### config.mk
export PLATFORM = sky130hd
export DESIGN_NAME = if_fetch_ctrl
export DESIGN_NICKNAME = d
export VERILOG_FILES = /design/src/rtl/fetch_pkg.sv /design/src/rtl/if_hold_buffer.sv /design/src/rtl/if_fetch_ctrl.sv
export SDC_FILE = /design/constraint.sdc
export NUM_CORES = 1
export LEC_CHECK = 0
export ABC_AREA = 1
export CORE_MARGIN = 2
export CORE_UTILIZATION = 40
export DETAILED_ROUTE_END_ITERATION = 10
export DONT_BUFFER_PORTS = 1
export GPL_ROUTABILITY_DRIVEN = 0
export GPL_TIMING_DRIVEN = 0
export HOLD_SLACK_MARGIN = 0.02
export PLACE_DENSITY = 0.56
export REMOVE_ABC_BUFFERS = 1
export SYNTH_ARGS = -nofsm -noshare
export SYNTH_HDL_FRONTEND = slang
export SYNTH_SLANG_ARGS = --single-unit
export TNS_END_PERCENT = 100
### constraint.sdc
create_clock -name Clk -period 2.1 [get_ports Clk]
set_clock_uncertainty 0.1 [all_clocks]
set_input_delay 0.21 -clock Clk [delete_from_list [all_inputs] [get_ports Clk]]
set_output_delay 0.21 -clock Clk [all_outputs]
set_load 0.005 [all_outputs]
### src/rtl/fetch_pkg.sv
// Shared state encoding and constants for the fetch-stage controller.
// Imported by if_fetch_ctrl and if_hold_buffer.
package fetch_pkg;

    typedef enum logic [1:0] {
        FETCH = 2'd0,
        HOLD  = 2'd1,
        DROP  = 2'd2
    } fetch_state_t;

    localparam logic [31:0] NOP_INSTR        = 32'h0000_0000;
    localparam logic [31:0] PC_INCR          = 32'd4;
    localparam logic [31:0] DEFAULT_RESET_PC = 32'h0000_0000;

endpackage

### src/rtl/if_hold_buffer.sv
// Single-entry parking slot for an instruction that returned while the pipeline was stalled.
// Loads in one cycle, clear has priority over load; no backpressure of its own.
module if_hold_buffer
    import fetch_pkg::*;
#(
    parameter int ADDR_W  = 32,
    parameter int INSTR_W = 32
) (
    input  logic               clk,
    input  logic               rst_n,
    input  logic               load,
    input  logic               clear,
    input  logic [INSTR_W-1:0] instr_in,
    input  logic [ADDR_W-1:0]  addr_in,
    output logic               valid,
    output logic [INSTR_W-1:0] instr,
    output logic [ADDR_W-1:0]  addr
);

    always_ff @(posedge clk) begin
        if (!rst_n) begin
            valid <= 1'b0;
            instr <= '0;
            addr  <= '0;
        end else if (clear) begin
            valid <= 1'b0;
        end else if (load) begin
            valid <= 1'b1;
            instr <= instr_in;
            addr  <= addr_in;
        end
    end

endmodule

### src/rtl/if_fetch_ctrl.sv
// Fetch-stage controller: owns PC, the imem req/ack handshake and the IF/ID register.
// IF/ID updates one cycle after ack; stalls park returned data, redirects drop wrong-path data.
// Optional FETCH_STATS_EN adds saturating stall/flush/bubble counters.
module if_fetch_ctrl
    import fetch_pkg::*;
#(
    parameter int                 ADDR_W   = 32,
    parameter int                 INSTR_W  = 32,
    parameter logic [ADDR_W-1:0]  RESET_PC = ADDR_W'(DEFAULT_RESET_PC),
    parameter logic [INSTR_W-1:0] NOP_WORD = INSTR_W'(NOP_INSTR)
) (
    input  logic               Clk,
    input  logic               Rst,
    input  logic               PCWrite,
    input  logic               IF_ID_Write,
    input  logic               IF_ID_flush,
    input  logic               redirect,
    input  logic [ADDR_W-1:0]  redirect_pc,
    output logic               imem_req,
    output logic [ADDR_W-1:0]  imem_addr,
    input  logic               imem_ack,
    input  logic [INSTR_W-1:0] imem_rdata,
    output logic [ADDR_W-1:0]  PC,
    output logic [INSTR_W-1:0] IF_ID_Instruction,
    output logic [ADDR_W-1:0]  IF_ID_PCPlus4,
    output logic               IF_ID_Valid
`ifdef FETCH_STATS_EN
    ,
    output logic [31:0]        stall_cycles,
    output logic [15:0]        flush_count,
    output logic [31:0]        bubble_cycles
`endif
);

    localparam logic [ADDR_W-1:0] INCR = ADDR_W'(PC_INCR);

    fetch_state_t       state, state_n;
    logic [ADDR_W-1:0]  req_addr, req_addr_n;
    logic [ADDR_W-1:0]  pc_n;
    logic [INSTR_W-1:0] id_instr_n;
    logic [ADDR_W-1:0]  id_pc4_n;
    logic               id_valid_n;

    logic               stall;
    logic               flush_evt;
    logic               ack;
    logic               bubble;
    logic               buf_load;
    logic               buf_clear;
    logic               buf_valid;
    logic [INSTR_W-1:0] buf_instr;
    logic [ADDR_W-1:0]  buf_addr;

    // Request is suppressed in the reset cycle so memory never sees a stale address.
    assign imem_req  = Rst && (state != HOLD);
    assign imem_addr = req_addr;
    assign ack       = imem_ack && imem_req;
    assign stall     = !PCWrite || !IF_ID_Write;
    assign flush_evt = redirect || IF_ID_flush;

    if_hold_buffer #(
        .ADDR_W  (ADDR_W),
        .INSTR_W (INSTR_W)
    ) u_hold_buffer (
        .clk      (Clk),
        .rst_n    (Rst),
        .load     (buf_load),
        .clear    (buf_clear),
        .instr_in (imem_rdata),
        .addr_in  (req_addr),
        .valid    (buf_valid),
        .instr    (buf_instr),
        .addr     (buf_addr)
    );

    always_comb begin
        state_n    = state;
        pc_n       = PC;
        req_addr_n = req_addr;
        id_instr_n = IF_ID_Instruction;
        id_pc4_n   = IF_ID_PCPlus4;
        id_valid_n = IF_ID_Valid;
        buf_load   = 1'b0;
        buf_clear  = 1'b0;
        bubble     = 1'b0;

        if (flush_evt) begin
            id_instr_n = NOP_WORD;
            id_pc4_n   = '0;
            id_valid_n = 1'b0;
            buf_clear  = 1'b1;
            pc_n       = redirect ? redirect_pc : PC;
            // An unanswered request must still be drained before the new address goes out.
            if (state != HOLD && !ack) begin
                state_n = DROP;
            end else begin
                req_addr_n = pc_n;
                state_n    = FETCH;
            end
        end else if (state == DROP) begin
            bubble = !stall;
            if (ack) begin
                req_addr_n = PC;
                state_n    = FETCH;
            end
        end else if (stall) begin
            if (state == FETCH && ack) begin
                buf_load = 1'b1;
                state_n  = HOLD;
            end
        end else if (buf_valid) begin
            id_instr_n = buf_instr;
            id_pc4_n   = buf_addr + INCR;
            id_valid_n = 1'b1;
            pc_n       = buf_addr + INCR;
            req_addr_n = buf_addr + INCR;
            buf_clear  = 1'b1;
            state_n    = FETCH;
        end else if (ack) begin
            id_instr_n = imem_rdata;
            id_pc4_n   = req_addr + INCR;
            id_valid_n = 1'b1;
            pc_n       = req_addr + INCR;
            req_addr_n = req_addr + INCR;
        end else begin
            bubble = 1'b1;
        end

        if (bubble) begin
            id_instr_n = NOP_WORD;
            id_pc4_n   = '0;
            id_valid_n = 1'b0;
        end
    end

    always_ff @(posedge Clk) begin
        if (!Rst) begin
            state             <= FETCH;
            PC                <= RESET_PC;
            req_addr          <= RESET_PC;
            IF_ID_Instruction <= NOP_WORD;
            IF_ID_PCPlus4     <= '0;
            IF_ID_Valid       <= 1'b0;
        end else begin
            state             <= state_n;
            PC                <= pc_n;
            req_addr          <= req_addr_n;
            IF_ID_Instruction <= id_instr_n;
            IF_ID_PCPlus4     <= id_pc4_n;
            IF_ID_Valid       <= id_valid_n;
        end
    end

`ifdef FETCH_STATS_EN
    always_ff @(posedge Clk) begin
        if (!Rst) begin
            stall_cycles  <= '0;
            flush_count   <= '0;
            bubble_cycles <= '0;
        end else begin
            if (stall && !flush_evt && stall_cycles != '1) begin
                stall_cycles <= stall_cycles + 32'd1;
            end
            if (flush_evt && flush_count != '1) begin
                flush_count <= flush_count + 16'd1;
            end
            if (bubble && bubble_cycles != '1) begin
                bubble_cycles <= bubble_cycles + 32'd1;
            end
        end
    end
`endif

endmodule

## Word-level counts from Yosys, hierarchy flattened

Cells that the tools add are included.

- Flip-flop bits (word level): 196
- Input bits: 71
- Logic and storage cells: 78
- Output and inout port bits: 130

- Add/sub/neg operators: 2
- Multiplexer cells: 34
- Bitwise gates (word level): 4
- Reduce and logical (&&, ||, !) cells: 21
- Equality and inequality tests: 8

Operators with widths:

| kind | number |
|---|---|
| 32-bit 2-to-1 mux | 12 |
| 32-bit by 3-bit adder with 32-bit output (second input constant) | 2 |
| 1-bit 2-to-1 mux | 15 |
| 2-bit 2-to-1 mux | 7 |
| 3-bit AND reduction | 3 |
| 1-bit logical AND | 4 |
| 1-bit logical NOT | 4 |
| 2-bit by 1-bit inequality test with 1-bit output (second input constant) | 2 |
| 2-bit inequality test (second input constant) | 2 |
| 4-bit by 1-bit inequality test with 1-bit output (second input constant) | 1 |
| 1-bit NOT | 4 |
| 4-bit AND reduction | 1 |
| 4-bit nonzero test | 1 |
| 3-bit by 1-bit inequality test with 1-bit output (second input constant) | 1 |
| 3-bit inequality test (second input constant) | 1 |
| 3-bit nonzero test | 1 |
| 3-bit OR reduction | 1 |
| 2-bit equality test (second input constant) | 1 |
| 2-bit logical NOT | 1 |
| 1-bit logical OR | 2 |
| 2-bit AND reduction | 1 |
| 2-bit nonzero test | 1 |
| 2-bit OR reduction | 1 |

## Depth between registers and ports, before layout

Gate-level depths: netlist of run 1.

- Depth after elaboration: 9
- Mapped depth: 14
- Depth with buffers taken out: 12

## Cells and area by module

From an unflattened synthesis of run 1, not the netlist that was laid out.

- Cell total of the unflattened synthesis: 1589
- Area total of the unflattened synthesis: 10271.1 µm²

Modules (own cells, without submodules):

| module | area an instance (µm²) | times used | cells each | sequential area each (µm²) |
|---|---|---|---|---|
| if_fetch_ctrl | 7502.2 | 1 | 1173 | 2622.5 |
| if_hold_buffer | 2768.9 | 1 | 416 | 1301.2 |

## Least setup slack after synthesis of run 1

No wires, ideal clock.

- Kind: register to register
- Start point: reg u_hold_buffer.valid
- End point: reg IF_ID_PCPlus4[16]
- Cell stages (with the launch flop): 12
- Period minus slack after synthesis: 1909 ps
- Data required time: 1930 ps
- Arrival time: 1739 ps
- Slack: 191 ps
- Library setup time: 70 ps
- Path buffers: 1
- Path through: dfxtp_1 > buf_6 > o21a_1 > inv_1 > ha_1 > nand2_1 > nor2_4 > nand2_1 > nor2_2 > xor2_1 > nand2_1 > a21oi_1

- Word-level cells in the longest chain between the ends: 5
- Elaborated cells between the ends (all ways): 8
- Classes of those cells: mux: 5; reduce/logical: 3

RTL lines:

| element | RTL line | RTL |
|---|---|---|
| start, declared | if_hold_buffer.sv:15 | `output logic valid,` |
| start signal, assigned | if_hold_buffer.sv:22 | `valid <= 1'b0;` |
| start signal, assigned | if_hold_buffer.sv:26 | `valid <= 1'b0;` |
| start signal, assigned | if_hold_buffer.sv:28 | `valid <= 1'b1;` |
| 1-bit 2-to-1 mux | if_fetch_ctrl.sv:111 | `end else if (buf_valid) begin` |
| 1-bit 2-to-1 mux | if_fetch_ctrl.sv:106 | `end else if (stall) begin` |
| 1-bit 2-to-1 mux | if_fetch_ctrl.sv:100 | `end else if (state == DROP) begin` |
| 1-bit 2-to-1 mux | if_fetch_ctrl.sv:87 | `if (flush_evt) begin` |
| 3-bit OR reduction (no source line) | -- |  |
| end signal, assigned | if_fetch_ctrl.sv:149 | `IF_ID_PCPlus4 <= id_pc4_n;` |
| end, declared | if_fetch_ctrl.sv:25 | `output logic [ADDR_W-1:0] IF_ID_PCPlus4,` |

Parallel ways exist; a longest one is shown, timed or not.
A chain may end at the register's enable or synchronous reset.

## Worst setup path in the final report of run 1

- Start point: reg u_hold_buffer.valid
- End point: reg IF_ID_PCPlus4[18]

Same word-level chain as after synthesis.

==> results.sh, run 1 <==
export IMPL_power_density_nw_per_um2=711
export IMPL_cp_max_fo=5
export IMPL_regToRegEndpoint="IF_ID_PCPlus4[18]"
export IMPL_postRouteAntennaNets=0
export IMPL_final_min_clock_period_ns=2.19
export IMPL_worst_slack_ns=-0.0905
export IMPL_nFillCells=2199
export IMPL_synth_ff_type="dfxtp_1"
export IMPL_synthDistinctLibCells=38
export IMPL_path_class="reg -> reg"
export IMPL_r2r_setup_slack_ns=-0.09
export IMPL_relSlewSlack_pct=36.4
export IMPL_reg2reg_from="u_hold_buffer.valid"
export IMPL_worstMarginPinSlew_ns=0.954
export IMPL_routedWlPerCell_um=20.3
export IMPL_avgSynthCellArea_um2=6.93
export IMPL_drc=0
export IMPL_hold_viol_final=96
export IMPL_drt_pre_antenna_iters=7
export IMPL_cts_hold_fix_buffers=53
export IMPL_die_height_um=156
export IMPL_initial_core_util_pct=40.9
export IMPL_drt_initial_drc_count=639
export IMPL_async_reset_ff_share_pct=0
export IMPL_holdPathEnd="u_hold_buffer.instr[5]"
export IMPL_clkLatencyLatePin_ns=0.43
export IMPL_grt_setup_unrepaired="yes"
export IMPL_vias_per_cell=5.54
export IMPL_synth_top_area_share_pct=42.2
export IMPL_place_ws_ns=-2.24
export IMPL_maxSlewViolCount=0
export IMPL_grt_pass1_vias=8620
export IMPL_core_area_um2=22700
export IMPL_violations="hold timing, setup timing"
export IMPL_synth_area_um2=9290
export IMPL_hold_depth=2
export IMPL_drive_gt1_share_pct=22.1
export IMPL_cts_inserted_buffers=17
export IMPL_drv_cap=0
export IMPL_grt_antenna_before_repair=0
export IMPL_arrival_ns=2.45
export IMPL_die_area_um2=24500
export IMPL_fin_nets=1478
export IMPL_outcome="finished, violations left"
export IMPL_irDropWorstVdd_mv=0.490
export IMPL_synth_cells=1340
export IMPL_overflow=0
export IMPL_htreeDepth=4
export IMPL_path_clk_slew_ns=0.08
export IMPL_wl_mm=34.6
export IMPL_clock_sinks=196
export IMPL_startpoint_type="flop"
export IMPL_grt_usage_pct=27.5
export IMPL_rows=55
export IMPL_worst_setup_path_end_kind="flop"
export IMPL_synth_area_leaders="dfxtp_1, nand2_1, o21ai_0"
export IMPL_port_buffers=0
export IMPL_hp_start="Rst"
export IMPL_fin_hold_ws_ns=-0.190
export IMPL_synth_edf_count=0
export IMPL_path_cells="buf_12 > o21a_4 > inv_4 > ha_4 > nand2_4 > nor2_4 > nand2_4 > nor2_4 > buf_4 > xor2_2 > nand2_1 > a21oi_1"
export IMPL_hp_class="in -> reg"
export IMPL_ys_ff_latch=196
export IMPL_grt_pass1_wl_mm=51.2
export IMPL_syn_to_final_growth_pct=31.3
export IMPL_n_antenna_cell=0
export IMPL_required_ns=2.36
export IMPL_cts_root_buf="clkbuf_16"
export IMPL_leakagePower_nw=4.80
export IMPL_clock_path_buffers=2
export IMPL_place_inst=1541
export IMPL_grt_max_degree=100
export IMPL_die_width_um=156
export IMPL_ff2ff_path_depth=12
export IMPL_dp_hpwl_mm=18.2
export IMPL_cts_tree="yes"
export IMPL_cpPeakStageDelay_ns=0.39
export IMPL_fin_crit_sh_pct=104
export IMPL_ys_warn_count=0
export IMPL_ioPinCount=201
export IMPL_fmax_mhz=457
export IMPL_stdcell_count=1704
export IMPL_cpMaxStageDelayCell="dfxtp_4"
export IMPL_vias=9434
export IMPL_synth_seq_area_share_pct=42.2
export IMPL_setup_viol=14
export IMPL_synth_top_cell_by_area="dfxtp_1"
-- through the flow --
stage	util (%)	cell area [um^2]	power (mW)	TNS, ns
global route	53.7	12200	9.02	-3.80
floorplan	-	8840	4.61	-423.28
detailed placement	41.3	9380	4.88	-232.50
finish	53.7	12200	8.67	-0.528
CTS	50.5	11500	8.57	-0.0841
global placement	40.5	9200	4.85	-1130.22
-- cells in the final DEF (no fill, tap or decap), drive strengths merged, types with 2 or more instances in the layout --
cell / count
a211oi: 22
a21oi: 133
a31oi: 40
buf: 72
bufinv: 2
clkbuf: 21
clkinv: 4
dfxtp: 196
dlygate4sd3: 53
inv: 67
nand2: 326
nand3: 51
nand4: 15
nor2: 220
o21ai: 156
o22ai: 12
or2: 6
xnor2: 4
xor2: 11
-- worst max-delay path, delay by kind of cell (launching register included) --
family,cells,cell delay [ns]
buf+inv,3,0.36
simple gates,5,0.65
xor+xnor,1,0.15
flops,1,0.39
compound gates,2,0.33
fa+ha+maj,1,0.15
-- worst max path at each step --
stage                              startpoint           endpoint  slack, ns  depth (start not counted)
after floorplan           u_hold_buffer.valid             PC[10]      -3.52                          5
after global placement    u_hold_buffer.valid             PC[18]      -8.59                          5
after detailed placement          IF_ID_flush       imem_addr[3]      -2.24                          8
after CTS                 u_hold_buffer.valid      imem_addr[20]      -0.04                         12
after global routing      u_hold_buffer.valid  IF_ID_PCPlus4[18]      -0.17                         12
final                     u_hold_buffer.valid  IF_ID_PCPlus4[18]      -0.09                         12
-- what timing repair did --
| action | in CTS | in global routing |
|---|---|---|
| pin swaps | 35 | 96 |
| setup buffers | 40 | 25 |
| gates cloned | 11 | 2 |
| endpoints found under the setup margin | 191 | 102 |
| hold endpoints to repair | 149 | 96 |
| resized for setup | 107 | 129 |
-- Yosys cell counts (3+ instances only) --
library cell  instances
a31oi_1              40
a21oi_1             132
buf_2                31
nand3_1              50
buf_4                 3
o21ai_0             155
inv_2                 9
o22ai_1              12
nand2_2              26
xor2_1                9
or2_1                 3
buf_1                 3
buf_6                 4
inv_1                48
nor2_1              197
nand4_1              15
nor2_4                7
nand2_1             300
nor2_2               11
dfxtp_1             196
clkbuf_1             46
a211oi_1             22
xnor2_1               4
-- sequential cells by signal (all words and copies together) (netlist names) --
signal               flops
u_hold_buffer.instr     32
IF_ID_PCPlus4           32
IF_ID_Instruction       32
imem_addr               32
state                    2
IF_ID_Valid              1
u_hold_buffer.addr      32
u_hold_buffer.valid      1
PC                      32
-- area by class of cell --
type	count	area [um^2]	area share (%)
clock buffers	19	443	3.63
clock inverters	13	160	1.31
inverters	58	268	2.20
multi-input cells	1002	5540	45.4
flip-flops and latches	196	3930	32.2
well taps	285	357	2.92
repair buffers	128	1470	12.1
repair inverters	3	28.8	0.236
-- power breakdown --
group / internal, mW / switching [mW] / leakage (nW) / total (mW)
Combinational: 0.463 / 0.714 / 2.91 / 1.18
Clock: 1.84 / 1.62 / 0.299 / 3.46
Sequential: 3.86 / 0.177 / 1.60 / 4.04
-- layer usage --
layer / GRT usage [%] / vias to the layer above / wire (um) / part of all wire, %
li1: - / 4592 / - / -
met1: 36.7 / 4436 / 15100 / 44
met2: 44.6 / 359 / 16100 / 47
met3: 5.95 / 47 / 2580 / 7.5
met4: 8.30 / 0 / 837 / 2.4
met5: 0 / - / 0 / 0
-- cell families (layout without fill, tap and decap cells) --
kind of cell    count (synthesis)  after routing  share of synthesized area, %
flops                         196            196                          42.2
compound gates                366            366                          21.1
simple gates                  614            620                          27.7
buf+inv                       148            221                          7.23
xor+xnor                       15             15                          1.58
fa+ha+maj                       1              1                         0.135
(Power assumes the default switching activity.)
==> inputs of run 2 (changes only) <==
Settings changed: CAP_MARGIN set to 20, RECOVER_POWER set to 100.
Clock period 2.1 ns to 2.4 ns, I/O delays scaled along.
==> run 2 against run 1 <==
  * The flow now finishes without violations
  * Via count shrank 4.1%
  * Global-route usage fell by 1.8 points
  * Highest routed layer unchanged
  * Combinational power down 26%
  * Critical path depth did not move
  * Non-clock buffer count down 42
  * Wire length shrank 5.8%
  * Die area unchanged
  * Register-to-register slack better by 0.21 ns
==> results.sh, run 2 (same netlist as run 1, synthesis figures left out) <==
export IMPL_final_min_clock_period_ns=2.28
export IMPL_overflow=0
export IMPL_die_height_um=156
export IMPL_hold_viol_final=0
export IMPL_maxSlewViolCount=0
export IMPL_drv_cap=0
export IMPL_worst_setup_path_end_kind="flop"
export IMPL_routedWlPerCell_um=19.6
export IMPL_cts_tree="yes"
export IMPL_fmax_mhz=439
export IMPL_r2r_setup_slack_ns=0.12
export IMPL_wl_mm=32.6
export IMPL_relSlewSlack_pct=35.0
export IMPL_path_clk_slew_ns=0.08
export IMPL_fin_crit_sh_pct=94.9
export IMPL_fin_hold_ws_ns=0.0500
export IMPL_worstMarginPinSlew_ns=0.974
export IMPL_clock_sinks=196
export IMPL_final_cell_area_um2=11100
export IMPL_use_met2_pct=42.2
export IMPL_port_buffers=0
export IMPL_drive_gt1_share_pct=11.6
export IMPL_leakagePower_nw=4.29
export IMPL_die_width_um=156
export IMPL_multi_input_area_um2=4890
export IMPL_drt_pre_antenna_iters=6
export IMPL_place_ws_ns=-1.49
export IMPL_grt_max_degree=97
export IMPL_n_antenna_cell=0
export IMPL_core_area_um2=22700
export IMPL_use_met1_pct=34.2
export IMPL_use_met3_pct=5.34
export IMPL_startpoint_type="flop"
export IMPL_hp_class="in -> reg"
export IMPL_initial_core_util_pct=40.9
export IMPL_irDropWorstVdd_mv=0.394
export IMPL_worst_slack_ns=0.122
export IMPL_drt_initial_drc_count=725
export IMPL_dp_hpwl_mm=18.5
export IMPL_vias_per_cell=5.45
export IMPL_busiest_layer="met2"
export IMPL_grt_setup_unrepaired="no"
export IMPL_cts_root_buf="clkbuf_16"
export IMPL_htreeDepth=4
export IMPL_syn_to_final_growth_pct=19.0
export IMPL_grt_antenna_before_repair=0
export IMPL_clock_path_buffers=2
export IMPL_die_area_um2=24500
export IMPL_clkLatencyLatePin_ns=0.43
export IMPL_place_area_um2=9410
export IMPL_nFillCells=2302
export IMPL_fin_util_pct=48.7
export IMPL_drc=0
export IMPL_power_density_nw_per_um2=666
export IMPL_arrival_ns=2.54
export IMPL_grt_pass1_wl_mm=48.5
export IMPL_path_class="reg -> reg"
export IMPL_outcome="finished clean"
export IMPL_cts_inserted_buffers=17
export IMPL_final_cell_mix="nand2_1, dfxtp_1, nor2_1"
export IMPL_postRouteAntennaNets=0
export IMPL_cp_max_fo=16
export IMPL_grt_usage_pct=25.7
export IMPL_fin_nets=1434
export IMPL_mostFrequentLayoutCell="nand2_1"
export IMPL_setup_tns_ns=0
export IMPL_grt_pass1_vias=8366
export IMPL_rows=55
export IMPL_regArea_um2=3930
export IMPL_required_ns=2.66
export IMPL_ioPinCount=201
export IMPL_setup_viol=0
export IMPL_vias=9050
run 2: path summary, 6_finish.rpt:
kind	depth (start not counted)	to	start
worst max register to register	12	imem_addr[20]	u_hold_buffer.valid
worst min register to register	2	IF_ID_Instruction[23]	u_hold_buffer.instr[23]
worst min-delay path	4	PC[0]	IF_ID_flush
worst max-delay path	12	imem_addr[20]	u_hold_buffer.valid
run 2: worst max-delay path, stage by stage (launching register included):
cell,delay [ns]
dfxtp_4,0.39
buf_12,0.17
clkinv_16,0.08
nand2_1,0.06
nand2_2,0.07
ha_2,0.19
nand2_1,0.09
nor2_4,0.19
nand3b_1,0.23
o21bai_1,0.24
and2_4,0.18
nand2_1,0.05
a21oi_1,0.14
run 2: repair_timing:
action,4_1_cts,5_1_grt
hold buffers,51,0
buffers inserted,11,16
gates cloned,4,3
setup endpoints to repair,158,116
resized for setup,9,40
pin swaps,6,14
endpoints found under the hold margin,137,0
run 2: per-layer routing:
layer  vias to the layer above  wire [um]  part of all wire [%]
met1                      4245      15000                    46
met5                         -          0                     0
met2                       267      15000                    46
met4                         0        605                   1.9
met3                        33       1980                   6.1
li1                       4505          -                     -
run 2: stage by stage:
step	power (mW)	instances
after global placement	4.25	1535
after CTS	7.38	1641
after floorplan	4.04	1250
final	7.36	1660
after detailed placement	4.28	1543
after global routing	7.66	1660
run 2: layout make-up:
type                            instances  share of cell area, %
Sequential cell                       196                   35.6
Clock inverter                         12                   1.25
Clock buffer                           20                   4.23
Timing Repair Buffer                   86                   8.96
Tap cell                              285                   3.23
Multi-Input combinational cell       1001                   44.3
Timing Repair inverter                  2                  0.204
Inverter                               58                   2.30
run 2: report_power, final:
group | switching [mW] | internal (mW)
combinational | 0.556 | 0.314
sequential | 0.151 | 3.38
clock | 1.40 | 1.56
